==> src/rtl/systolic_n_body_state_sequencer_pkg.sv <==
// Shared types and fixed-point helpers for the n-body state sequencer slice.
// Words are signed Q16.16; the real conversions exist for benches only.
package nbody_pkg;

  localparam int unsigned FX_W    = 32;
  localparam int unsigned FX_FRAC = 16;

  typedef logic signed [FX_W-1:0] fx_t;

  localparam fx_t ONE = 32'h0001_0000;

  typedef enum logic [2:0] {
    S_IDLE,
    S_GATHER,
    S_ISSUE,
    S_DRAIN,
    S_DONE
  } seq_state_t;

  function automatic fx_t real_to_fx(input real r);
    real scaled;
    scaled = r * 65536.0;
    return fx_t'($rtoi(scaled + ((scaled >= 0.0) ? 0.5 : -0.5)));
  endfunction

  function automatic real fx_to_real(input fx_t v);
    return $itor(v) / 65536.0;
  endfunction

endpackage

==> src/rtl/systolic_n_body_state_sequencer_if.sv <==
// Bundle of load/acceleration/issue/result/observation signals of the sequencer.
// slave = sequencer side, master = environment (loader, force array, integrator).
interface systolic_n_body_state_sequencer_if #(
  parameter int unsigned N_BODIES = 4,
  parameter int unsigned W        = 32,
  parameter int unsigned IDX_W    = $clog2(N_BODIES)
);
  logic             start;
  logic [W-1:0]     in_dt;
  logic             load_valid;
  logic [IDX_W-1:0] load_idx;
  logic [W-1:0]     load_q_told;
  logic [W-1:0]     load_q_t;
  logic             acc_valid;
  logic [IDX_W-1:0] acc_idx;
  logic [W-1:0]     acc_data;
  logic             out_valid;
  logic             out_ready;
  logic [IDX_W-1:0] out_idx;
  logic [W-1:0]     out_q_i_told;
  logic [W-1:0]     out_q_i_t;
  logic [W-1:0]     out_a_t;
  logic [W-1:0]     out_dt;
  logic             res_valid;
  logic [IDX_W-1:0] res_idx;
  logic [W-1:0]     res_q_i_told;
  logic [W-1:0]     res_q_i_t;
  logic [IDX_W-1:0] rd_idx;
  logic [W-1:0]     rd_q_t;
  logic             busy;
  logic             done;
  logic             acc_dup;

  modport slave (
    input  start, in_dt, load_valid, load_idx, load_q_told, load_q_t,
    input  acc_valid, acc_idx, acc_data, out_ready,
    input  res_valid, res_idx, res_q_i_told, res_q_i_t, rd_idx,
    output out_valid, out_idx, out_q_i_told, out_q_i_t, out_a_t, out_dt,
    output rd_q_t, busy, done, acc_dup
  );

  modport master (
    output start, in_dt, load_valid, load_idx, load_q_told, load_q_t,
    output acc_valid, acc_idx, acc_data, out_ready,
    output res_valid, res_idx, res_q_i_told, res_q_i_t, rd_idx,
    input  out_valid, out_idx, out_q_i_told, out_q_i_t, out_a_t, out_dt,
    input  rd_q_t, busy, done, acc_dup
  );
endinterface

==> src/rtl/systolic_n_body_state_sequencer_regfile.sv <==
// Per-particle storage of {q_told, q_t, a}: one write port per field group,
// combinational reads at the issue pointer and at the observation index.
module nbody_state_regfile
  import nbody_pkg::*;
#(
  parameter int unsigned N_BODIES = 4,
  parameter int unsigned W        = 32,
  parameter int unsigned IDX_W    = $clog2(N_BODIES)
) (
  input  logic             clk,
  input  logic             rst,
  input  logic             i_q_we,
  input  logic [IDX_W-1:0] i_q_idx,
  input  logic [W-1:0]     i_q_told,
  input  logic [W-1:0]     i_q_t,
  input  logic             i_a_we,
  input  logic [IDX_W-1:0] i_a_idx,
  input  logic [W-1:0]     i_a_data,
  input  logic [IDX_W-1:0] i_ptr,
  output logic [W-1:0]     o_ptr_told,
  output logic [W-1:0]     o_ptr_t,
  output logic [W-1:0]     o_ptr_a,
  input  logic [IDX_W-1:0] i_rd_idx,
  output logic [W-1:0]     o_rd_q_t
);
  logic [W-1:0] r_told [N_BODIES];
  logic [W-1:0] r_t    [N_BODIES];
  logic [W-1:0] r_a    [N_BODIES];

  always_ff @(posedge clk) begin
    if (rst) begin
      for (int unsigned i = 0; i < N_BODIES; i++) begin
        r_told[i] <= '0;
        r_t[i]    <= '0;
        r_a[i]    <= '0;
      end
    end else begin
      if (i_q_we) begin
        r_told[i_q_idx] <= i_q_told;
        r_t[i_q_idx]    <= i_q_t;
      end
      if (i_a_we) begin
        r_a[i_a_idx] <= i_a_data;
      end
    end
  end

  assign o_ptr_told = r_told[i_ptr];
  assign o_ptr_t    = r_t[i_ptr];
  assign o_ptr_a    = r_a[i_ptr];
  assign o_rd_q_t   = r_t[i_rd_idx];
endmodule

==> src/rtl/systolic_n_body_state_sequencer.sv <==
// Per-timestep sequencer: gathers accelerations, streams (q_told, q_t, a, dt)
// tuples to the Verlet integrator and writes the returned state back in place.
module systolic_n_body_state_sequencer
  import nbody_pkg::*;
#(
  parameter int unsigned N_BODIES = 4,
  parameter int unsigned W        = 32,
  parameter int unsigned IDX_W    = $clog2(N_BODIES)
) (
  input logic clk,
  input logic rst,
  systolic_n_body_state_sequencer_if.slave bus
);
  localparam logic [IDX_W:0]   CNT_FULL = (IDX_W+1)'(N_BODIES);
  localparam logic [IDX_W-1:0] LAST_IDX = IDX_W'(N_BODIES - 1);

  seq_state_t          r_state;
  logic [W-1:0]        r_dt;
  logic [N_BODIES-1:0] r_mask;
  logic [IDX_W:0]      r_cnt;
  logic [IDX_W-1:0]    r_ptr;
  logic                r_out_valid;
  logic                r_busy;
  logic                r_done;
  logic                r_acc_dup;

  logic                w_load_en;
  logic                w_res_en;
  logic                w_acc_en;
  logic                w_xfer;
  logic                w_q_we;
  logic [IDX_W-1:0]    w_q_idx;
  logic [W-1:0]        w_q_told;
  logic [W-1:0]        w_q_t;
  logic [N_BODIES-1:0] w_acc_bit;
  logic [IDX_W:0]      w_cnt_nxt;
  logic                w_cnt_full;
  logic [W-1:0]        w_ptr_told;
  logic [W-1:0]        w_ptr_t;
  logic [W-1:0]        w_ptr_a;

  assign w_load_en = (r_state == S_IDLE) && bus.load_valid;
  assign w_acc_en  = (r_state == S_GATHER) && bus.acc_valid;
  assign w_res_en  = bus.res_valid && ((r_state == S_ISSUE) || (r_state == S_DRAIN));
  assign w_xfer    = r_out_valid && bus.out_ready;

  // Loads and results never coincide: loads only in IDLE, results only in ISSUE/DRAIN.
  assign w_q_we   = w_load_en || w_res_en;
  assign w_q_idx  = w_res_en ? bus.res_idx      : bus.load_idx;
  assign w_q_told = w_res_en ? bus.res_q_i_told : bus.load_q_told;
  assign w_q_t    = w_res_en ? bus.res_q_i_t    : bus.load_q_t;

  always_comb begin
    w_acc_bit = '0;
    w_acc_bit[bus.acc_idx] = 1'b1;
    w_cnt_nxt = r_cnt;
    if (w_res_en && (r_cnt != CNT_FULL)) w_cnt_nxt = r_cnt + 1'b1;
  end

  // Count including this cycle's result, so done follows the final result by one cycle.
  assign w_cnt_full = (w_cnt_nxt == CNT_FULL);

  nbody_state_regfile #(
    .N_BODIES (N_BODIES),
    .W        (W),
    .IDX_W    (IDX_W)
  ) u_regfile (
    .clk        (clk),
    .rst        (rst),
    .i_q_we     (w_q_we),
    .i_q_idx    (w_q_idx),
    .i_q_told   (w_q_told),
    .i_q_t      (w_q_t),
    .i_a_we     (w_acc_en),
    .i_a_idx    (bus.acc_idx),
    .i_a_data   (bus.acc_data),
    .i_ptr      (r_ptr),
    .o_ptr_told (w_ptr_told),
    .o_ptr_t    (w_ptr_t),
    .o_ptr_a    (w_ptr_a),
    .i_rd_idx   (bus.rd_idx),
    .o_rd_q_t   (bus.rd_q_t)
  );

  always_ff @(posedge clk) begin
    if (rst) begin
      r_state     <= S_IDLE;
      r_dt        <= '0;
      r_mask      <= '0;
      r_cnt       <= '0;
      r_ptr       <= '0;
      r_out_valid <= 1'b0;
      r_busy      <= 1'b0;
      r_done      <= 1'b0;
      r_acc_dup   <= 1'b0;
    end else begin
      r_cnt <= w_cnt_nxt;
      case (r_state)
        S_IDLE: begin
          if (bus.start) begin
            r_dt      <= bus.in_dt;
            r_mask    <= '0;
            r_cnt     <= '0;
            r_ptr     <= '0;
            r_acc_dup <= 1'b0;
            r_busy    <= 1'b1;
            r_state   <= S_GATHER;
          end
        end
        S_GATHER: begin
          if (w_acc_en) begin
            r_mask <= r_mask | w_acc_bit;
            if (r_mask[bus.acc_idx]) r_acc_dup <= 1'b1;
          end
          if (&r_mask) begin
            r_out_valid <= 1'b1;
            r_state     <= S_ISSUE;
          end
        end
        S_ISSUE: begin
          if (w_xfer) begin
            if (r_ptr == LAST_IDX) begin
              r_out_valid <= 1'b0;
              r_ptr       <= '0;
              if (w_cnt_full) begin
                r_done  <= 1'b1;
                r_state <= S_DONE;
              end else begin
                r_state <= S_DRAIN;
              end
            end else begin
              r_ptr <= r_ptr + 1'b1;
            end
          end
        end
        S_DRAIN: begin
          if (w_cnt_full) begin
            r_done  <= 1'b1;
            r_state <= S_DONE;
          end
        end
        S_DONE: begin
          r_done  <= 1'b0;
          r_busy  <= 1'b0;
          r_state <= S_IDLE;
        end
        default: r_state <= S_IDLE;
      endcase
    end
  end

  assign bus.out_valid    = r_out_valid;
  assign bus.out_idx      = r_ptr;
  assign bus.out_q_i_told = w_ptr_told;
  assign bus.out_q_i_t    = w_ptr_t;
  assign bus.out_a_t      = w_ptr_a;
  assign bus.out_dt       = r_dt;
  assign bus.busy         = r_busy;
  assign bus.done         = r_done;
  assign bus.acc_dup      = r_acc_dup;
endmodule

==> src/flat_wrapper.sv <==
// flat-port wrapper written by rule: the top's interface ports become plain ports
module systolic_n_body_state_sequencer_flat import nbody_pkg::*;
#(
  parameter int unsigned N_BODIES = 4,
  parameter int unsigned W        = 32,
  parameter int unsigned IDX_W    = $clog2(N_BODIES)
)
  (clk, rst, bus_start, bus_in_dt, bus_load_valid, bus_load_idx, bus_load_q_told, bus_load_q_t, bus_acc_valid, bus_acc_idx, bus_acc_data, bus_out_ready, bus_res_valid, bus_res_idx, bus_res_q_i_told, bus_res_q_i_t, bus_rd_idx, bus_out_valid, bus_out_idx, bus_out_q_i_told, bus_out_q_i_t, bus_out_a_t, bus_out_dt, bus_rd_q_t, bus_busy, bus_done, bus_acc_dup);
  systolic_n_body_state_sequencer_if #(.N_BODIES(N_BODIES), .W(W), .IDX_W(IDX_W)) bus_i ();
  input logic clk;
  input logic rst;
  input wire logic [$bits(bus_i.start)-1:0] bus_start;
  input wire logic [$bits(bus_i.in_dt)-1:0] bus_in_dt;
  input wire logic [$bits(bus_i.load_valid)-1:0] bus_load_valid;
  input wire logic [$bits(bus_i.load_idx)-1:0] bus_load_idx;
  input wire logic [$bits(bus_i.load_q_told)-1:0] bus_load_q_told;
  input wire logic [$bits(bus_i.load_q_t)-1:0] bus_load_q_t;
  input wire logic [$bits(bus_i.acc_valid)-1:0] bus_acc_valid;
  input wire logic [$bits(bus_i.acc_idx)-1:0] bus_acc_idx;
  input wire logic [$bits(bus_i.acc_data)-1:0] bus_acc_data;
  input wire logic [$bits(bus_i.out_ready)-1:0] bus_out_ready;
  input wire logic [$bits(bus_i.res_valid)-1:0] bus_res_valid;
  input wire logic [$bits(bus_i.res_idx)-1:0] bus_res_idx;
  input wire logic [$bits(bus_i.res_q_i_told)-1:0] bus_res_q_i_told;
  input wire logic [$bits(bus_i.res_q_i_t)-1:0] bus_res_q_i_t;
  input wire logic [$bits(bus_i.rd_idx)-1:0] bus_rd_idx;
  output wire logic [$bits(bus_i.out_valid)-1:0] bus_out_valid;
  output wire logic [$bits(bus_i.out_idx)-1:0] bus_out_idx;
  output wire logic [$bits(bus_i.out_q_i_told)-1:0] bus_out_q_i_told;
  output wire logic [$bits(bus_i.out_q_i_t)-1:0] bus_out_q_i_t;
  output wire logic [$bits(bus_i.out_a_t)-1:0] bus_out_a_t;
  output wire logic [$bits(bus_i.out_dt)-1:0] bus_out_dt;
  output wire logic [$bits(bus_i.rd_q_t)-1:0] bus_rd_q_t;
  output wire logic [$bits(bus_i.busy)-1:0] bus_busy;
  output wire logic [$bits(bus_i.done)-1:0] bus_done;
  output wire logic [$bits(bus_i.acc_dup)-1:0] bus_acc_dup;
  assign bus_i.start = bus_start;
  assign bus_i.in_dt = bus_in_dt;
  assign bus_i.load_valid = bus_load_valid;
  assign bus_i.load_idx = bus_load_idx;
  assign bus_i.load_q_told = bus_load_q_told;
  assign bus_i.load_q_t = bus_load_q_t;
  assign bus_i.acc_valid = bus_acc_valid;
  assign bus_i.acc_idx = bus_acc_idx;
  assign bus_i.acc_data = bus_acc_data;
  assign bus_i.out_ready = bus_out_ready;
  assign bus_i.res_valid = bus_res_valid;
  assign bus_i.res_idx = bus_res_idx;
  assign bus_i.res_q_i_told = bus_res_q_i_told;
  assign bus_i.res_q_i_t = bus_res_q_i_t;
  assign bus_i.rd_idx = bus_rd_idx;
  assign bus_out_valid = bus_i.out_valid;
  assign bus_out_idx = bus_i.out_idx;
  assign bus_out_q_i_told = bus_i.out_q_i_told;
  assign bus_out_q_i_t = bus_i.out_q_i_t;
  assign bus_out_a_t = bus_i.out_a_t;
  assign bus_out_dt = bus_i.out_dt;
  assign bus_rd_q_t = bus_i.rd_q_t;
  assign bus_busy = bus_i.busy;
  assign bus_done = bus_i.done;
  assign bus_acc_dup = bus_i.acc_dup;
  systolic_n_body_state_sequencer #(.N_BODIES(N_BODIES), .W(W), .IDX_W(IDX_W)) u_core (.clk(clk), .rst(rst), .bus(bus_i));
endmodule
==> config.mk <==
export PLATFORM = sky130hd
export DESIGN_NAME = systolic_n_body_state_sequencer_flat
export DESIGN_NICKNAME = d
export VERILOG_FILES = /design/src/rtl/systolic_n_body_state_sequencer_pkg.sv /design/src/rtl/systolic_n_body_state_sequencer_if.sv /design/src/rtl/systolic_n_body_state_sequencer_regfile.sv /design/src/rtl/systolic_n_body_state_sequencer.sv /design/src/flat_wrapper.sv
export SDC_FILE = /design/constraint.sdc
export NUM_CORES = 1
export LEC_CHECK = 0
export BUFFER_PORTS_ARGS = -buffer_cell sky130_fd_sc_hd__buf_4
export CORE_ASPECT_RATIO = 0.8
export CORE_UTILIZATION = 42
export DETAILED_ROUTE_END_ITERATION = 8
export MAX_ROUTING_LAYER = met4
export PLACE_DENSITY_LB_ADDON = 0.05
export SLEW_MARGIN = 10
export SYNTH_ARGS = -nofsm -noshare
export SYNTH_HDL_FRONTEND = slang
export SYNTH_SLANG_ARGS = --single-unit
==> constraint.sdc <==
create_clock -name clk -period 11.5 [get_ports clk]
set_clock_uncertainty 0.05 [all_clocks]
set_input_delay 0 -clock clk [delete_from_list [all_inputs] [get_ports clk]]
set_output_delay 0 -clock clk [all_outputs]
set_load 0.005 [all_outputs]
==> out/results.ini <==
[clock_tree]
clock-root-buffer=sky130_fd_sc_hd__clkbuf_16
cts_buffer_depth=3
cts-buffers-inserted=46
tritoncts=done
postCtsSetupRepairBufs=0
htree_levels=2
clk_transition_reported_paths_ns=0.06
post_cts_resized=0
worst_skew_pair.late_latency_ns=0.54
cts.sink_count=434

[global_route]
grt_max_degree=66
grt_first_pass_wirelength_um=81000
grtUsageTotal_pct=23.1
antenna_found_initial=1
first_global_vias=13900
gr-total-overflow=0

[yosys]
async_reset_ff_share_pct=0
ys_top_cells_by_area=sky130_fd_sc_hd__edfxtp_1 59%, sky130_fd_sc_hd__mux4_2 15%, sky130_fd_sc_hd__nor2_1 5.2%, sky130_fd_sc_hd__dfxtp_1 5.1%, sky130_fd_sc_hd__mux2i_1 3.3%
synth.yosys.warnings=0
synth-main-ff-cell=sky130_fd_sc_hd__edfxtp_1
yosys_register_bits=434
synthesis.area_per_instance_um2=14.9
synth_cell_type_count=52
sequential_to_total_area_share_from_yosys_stat_pct=64.4
post_synthesis_cell_type_with_the_largest_combined_area=sky130_fd_sc_hd__edfxtp_1
syn-cell-area_um2=19500
syn_inst=1303
synth_largest_type_area_fraction_pct=59.3
synth_enable_flop_cells=384
postSynthNetCount=1513

[min_path]
holdCritPathClass=primary input to flip-flop

[setup_path]
crit_type=flip-flop to flip-flop
crit_fanout=65
worst_ep_required_time_ns=11.51
regToRegSetupSlack_ns=7.30
arrival_ns=4.22
critical_path_startpoint_category=flip-flop
crit_path_end_kind=flip-flop

[power_and_ir_drop]
static_leak_uw=0.0108
pwr_density_cell_nw_per_um2=139
vdd.ir_drop.worst_uv=98.7
fin_total_pwr_uw=3690

[sta]
report.final.hold_viol_count=0
setup-violations-final=0
post_route_hold_slack_ns=0.0888
slew-limit-headroom_pct=27.5
final-max-slew-violation-count=0
worst_slew_pin_slew_ns=1.09
post-route-period-util_pct=36.5
layout_min_cycle_time_ns=4.20
finalSetupTns_ns=0
fin_ws_ns=7.30
grt_setup_unrepaired=no
maximum_frequency_from_static_timing_analysis_mhz=238

[floorplan]
die_x_um=243
start_util_pct=42.6
io-pin-count=373
rows=70
core_region_area_um2=45700
dieArea_um2=47200
dieHeight_um=195

[placed_design]
io_buffer_count=372
gp_congestion=0.775
post_dp_cell_area_um2=22700
preCtsSetupSlack_ns=7.17
place_hpwl_um=29800

[finish]
finish.instance_area_um2=26500
multi_input_area_um2=6450
seqCellArea_um2=12500
layout.cells.most_common=sky130_fd_sc_hd__buf_4
fin_nets=2084
layout-drive-gt1-share_pct=31.7
fill_cells=3712
area_growth_pct=36.1
mostFrequentLayoutCells=388 x sky130_fd_sc_hd__buf_4, 384 x sky130_fd_sc_hd__edfxtp_1, 268 x sky130_fd_sc_hd__nor2_1

[detailed_routing]
dr_total_vias=13000
ant_nets=0
drcViolationCount=0
totalWireLength_um=52500
drt-pass1-iter-count=5
drt_first_iter_violations=732
wire_per_inst_um=20.8
post_drt_via_cell_ratio=5.14

[run_status]
run_status=completed

[job]
maxCapViolCount=0

## sequential cells by signal, summed over array words and instances, names as in the netlist, 2 cells and up, named ones only
signal	count
u_core.bus.out_idx	2
u_core.u_regfile.r_told	128
u_core.bus.out_dt	32
u_core.r_cnt	3
u_core.r_mask	4
u_core.u_regfile.r_a	128
u_core.r_state	3
u_core.u_regfile.r_t	128
## synth_stat cells (7+ instances only)
library cell	count
sky130_fd_sc_hd__a21oi_1	43
sky130_fd_sc_hd__and2_1	100
sky130_fd_sc_hd__and3_1	33
sky130_fd_sc_hd__buf_2	29
sky130_fd_sc_hd__buf_4	7
sky130_fd_sc_hd__buf_6	17
sky130_fd_sc_hd__clkbuf_1	29
sky130_fd_sc_hd__clkbuf_2	9
sky130_fd_sc_hd__dfxtp_1	50
sky130_fd_sc_hd__edfxtp_1	384
sky130_fd_sc_hd__mux2i_1	65
sky130_fd_sc_hd__mux4_2	129
sky130_fd_sc_hd__nand2_1	74
sky130_fd_sc_hd__nor2_1	270
## worst max-delay path, stage by stage (launching register included)
cell and delay (ns):
sky130_fd_sc_hd__dfxtp_1 0.60, sky130_fd_sc_hd__nand3b_4 0.63, sky130_fd_sc_hd__buf_4 0.65, sky130_fd_sc_hd__nand2_1 0.11, sky130_fd_sc_hd__nand4_1 0.11, sky130_fd_sc_hd__buf_4 0.73, sky130_fd_sc_hd__nand2_4 0.77
## layout make-up
class | count | share of cell area, %
Sequential cell | 434 | 47.3
Tap cell | 612 | 2.89
Multi-Input combinational cell | 770 | 24.4
Antenna cell | 1 | 0.00945
Clock inverter | 30 | 1.10
Clock buffer | 53 | 4.56
Inverter | 4 | 0.0567
Timing Repair Buffer | 618 | 19.7
## path summary, 6_finish.rpt
check	cells after the start	end	startpoint
min reg2reg	2	u_core.bus.done	u_core.bus.done
min	4	u_core.r_cnt[2]	bus_res_valid
max	6	u_core.u_regfile.r_t[0][10]	u_core.r_state[2]
max reg2reg	6	u_core.u_regfile.r_t[0][10]	u_core.r_state[2]
## power by group
part           internal, uW  leakage [uW]  switching (uW)
Clock                   884      0.000731             608
Sequential             1800       0.00436            28.8
Combinational           198       0.00571             168
Total                  2890        0.0108             805
## cells by family after synthesis
family,count (synthesis),synth area share [%]
flops,434,64.4
mux,194,18.3
buf+inv,99,2.94
compound gates,60,1.85
fa+ha+maj,3,0.193
simple gates,511,12.3
xor+xnor,2,0.0900
## metrics by stage
stage               instances  util (%)
floorplan                1303         -
global placement         2208      49.6
detailed placement       2208      49.6
CTS                      2521      57.9
global route             2522      57.9
finish                   2522      57.9
## metal layers
| layer | track usage, % | wire length, um |
|---|---|---|
| met1 | 29.7 | 22500 |
| met2 | 38.8 | 26500 |
| met3 | 3.65 | 2620 |
| met4 | 5.08 | 975 |
| met5 | - | 0 |
## repair_timing
item	in CTS	in global routing
hold buffers	230	0
endpoints found under the hold margin	433	0
setup endpoints to repair	0	0
Power figures use the tool's default switching activity.
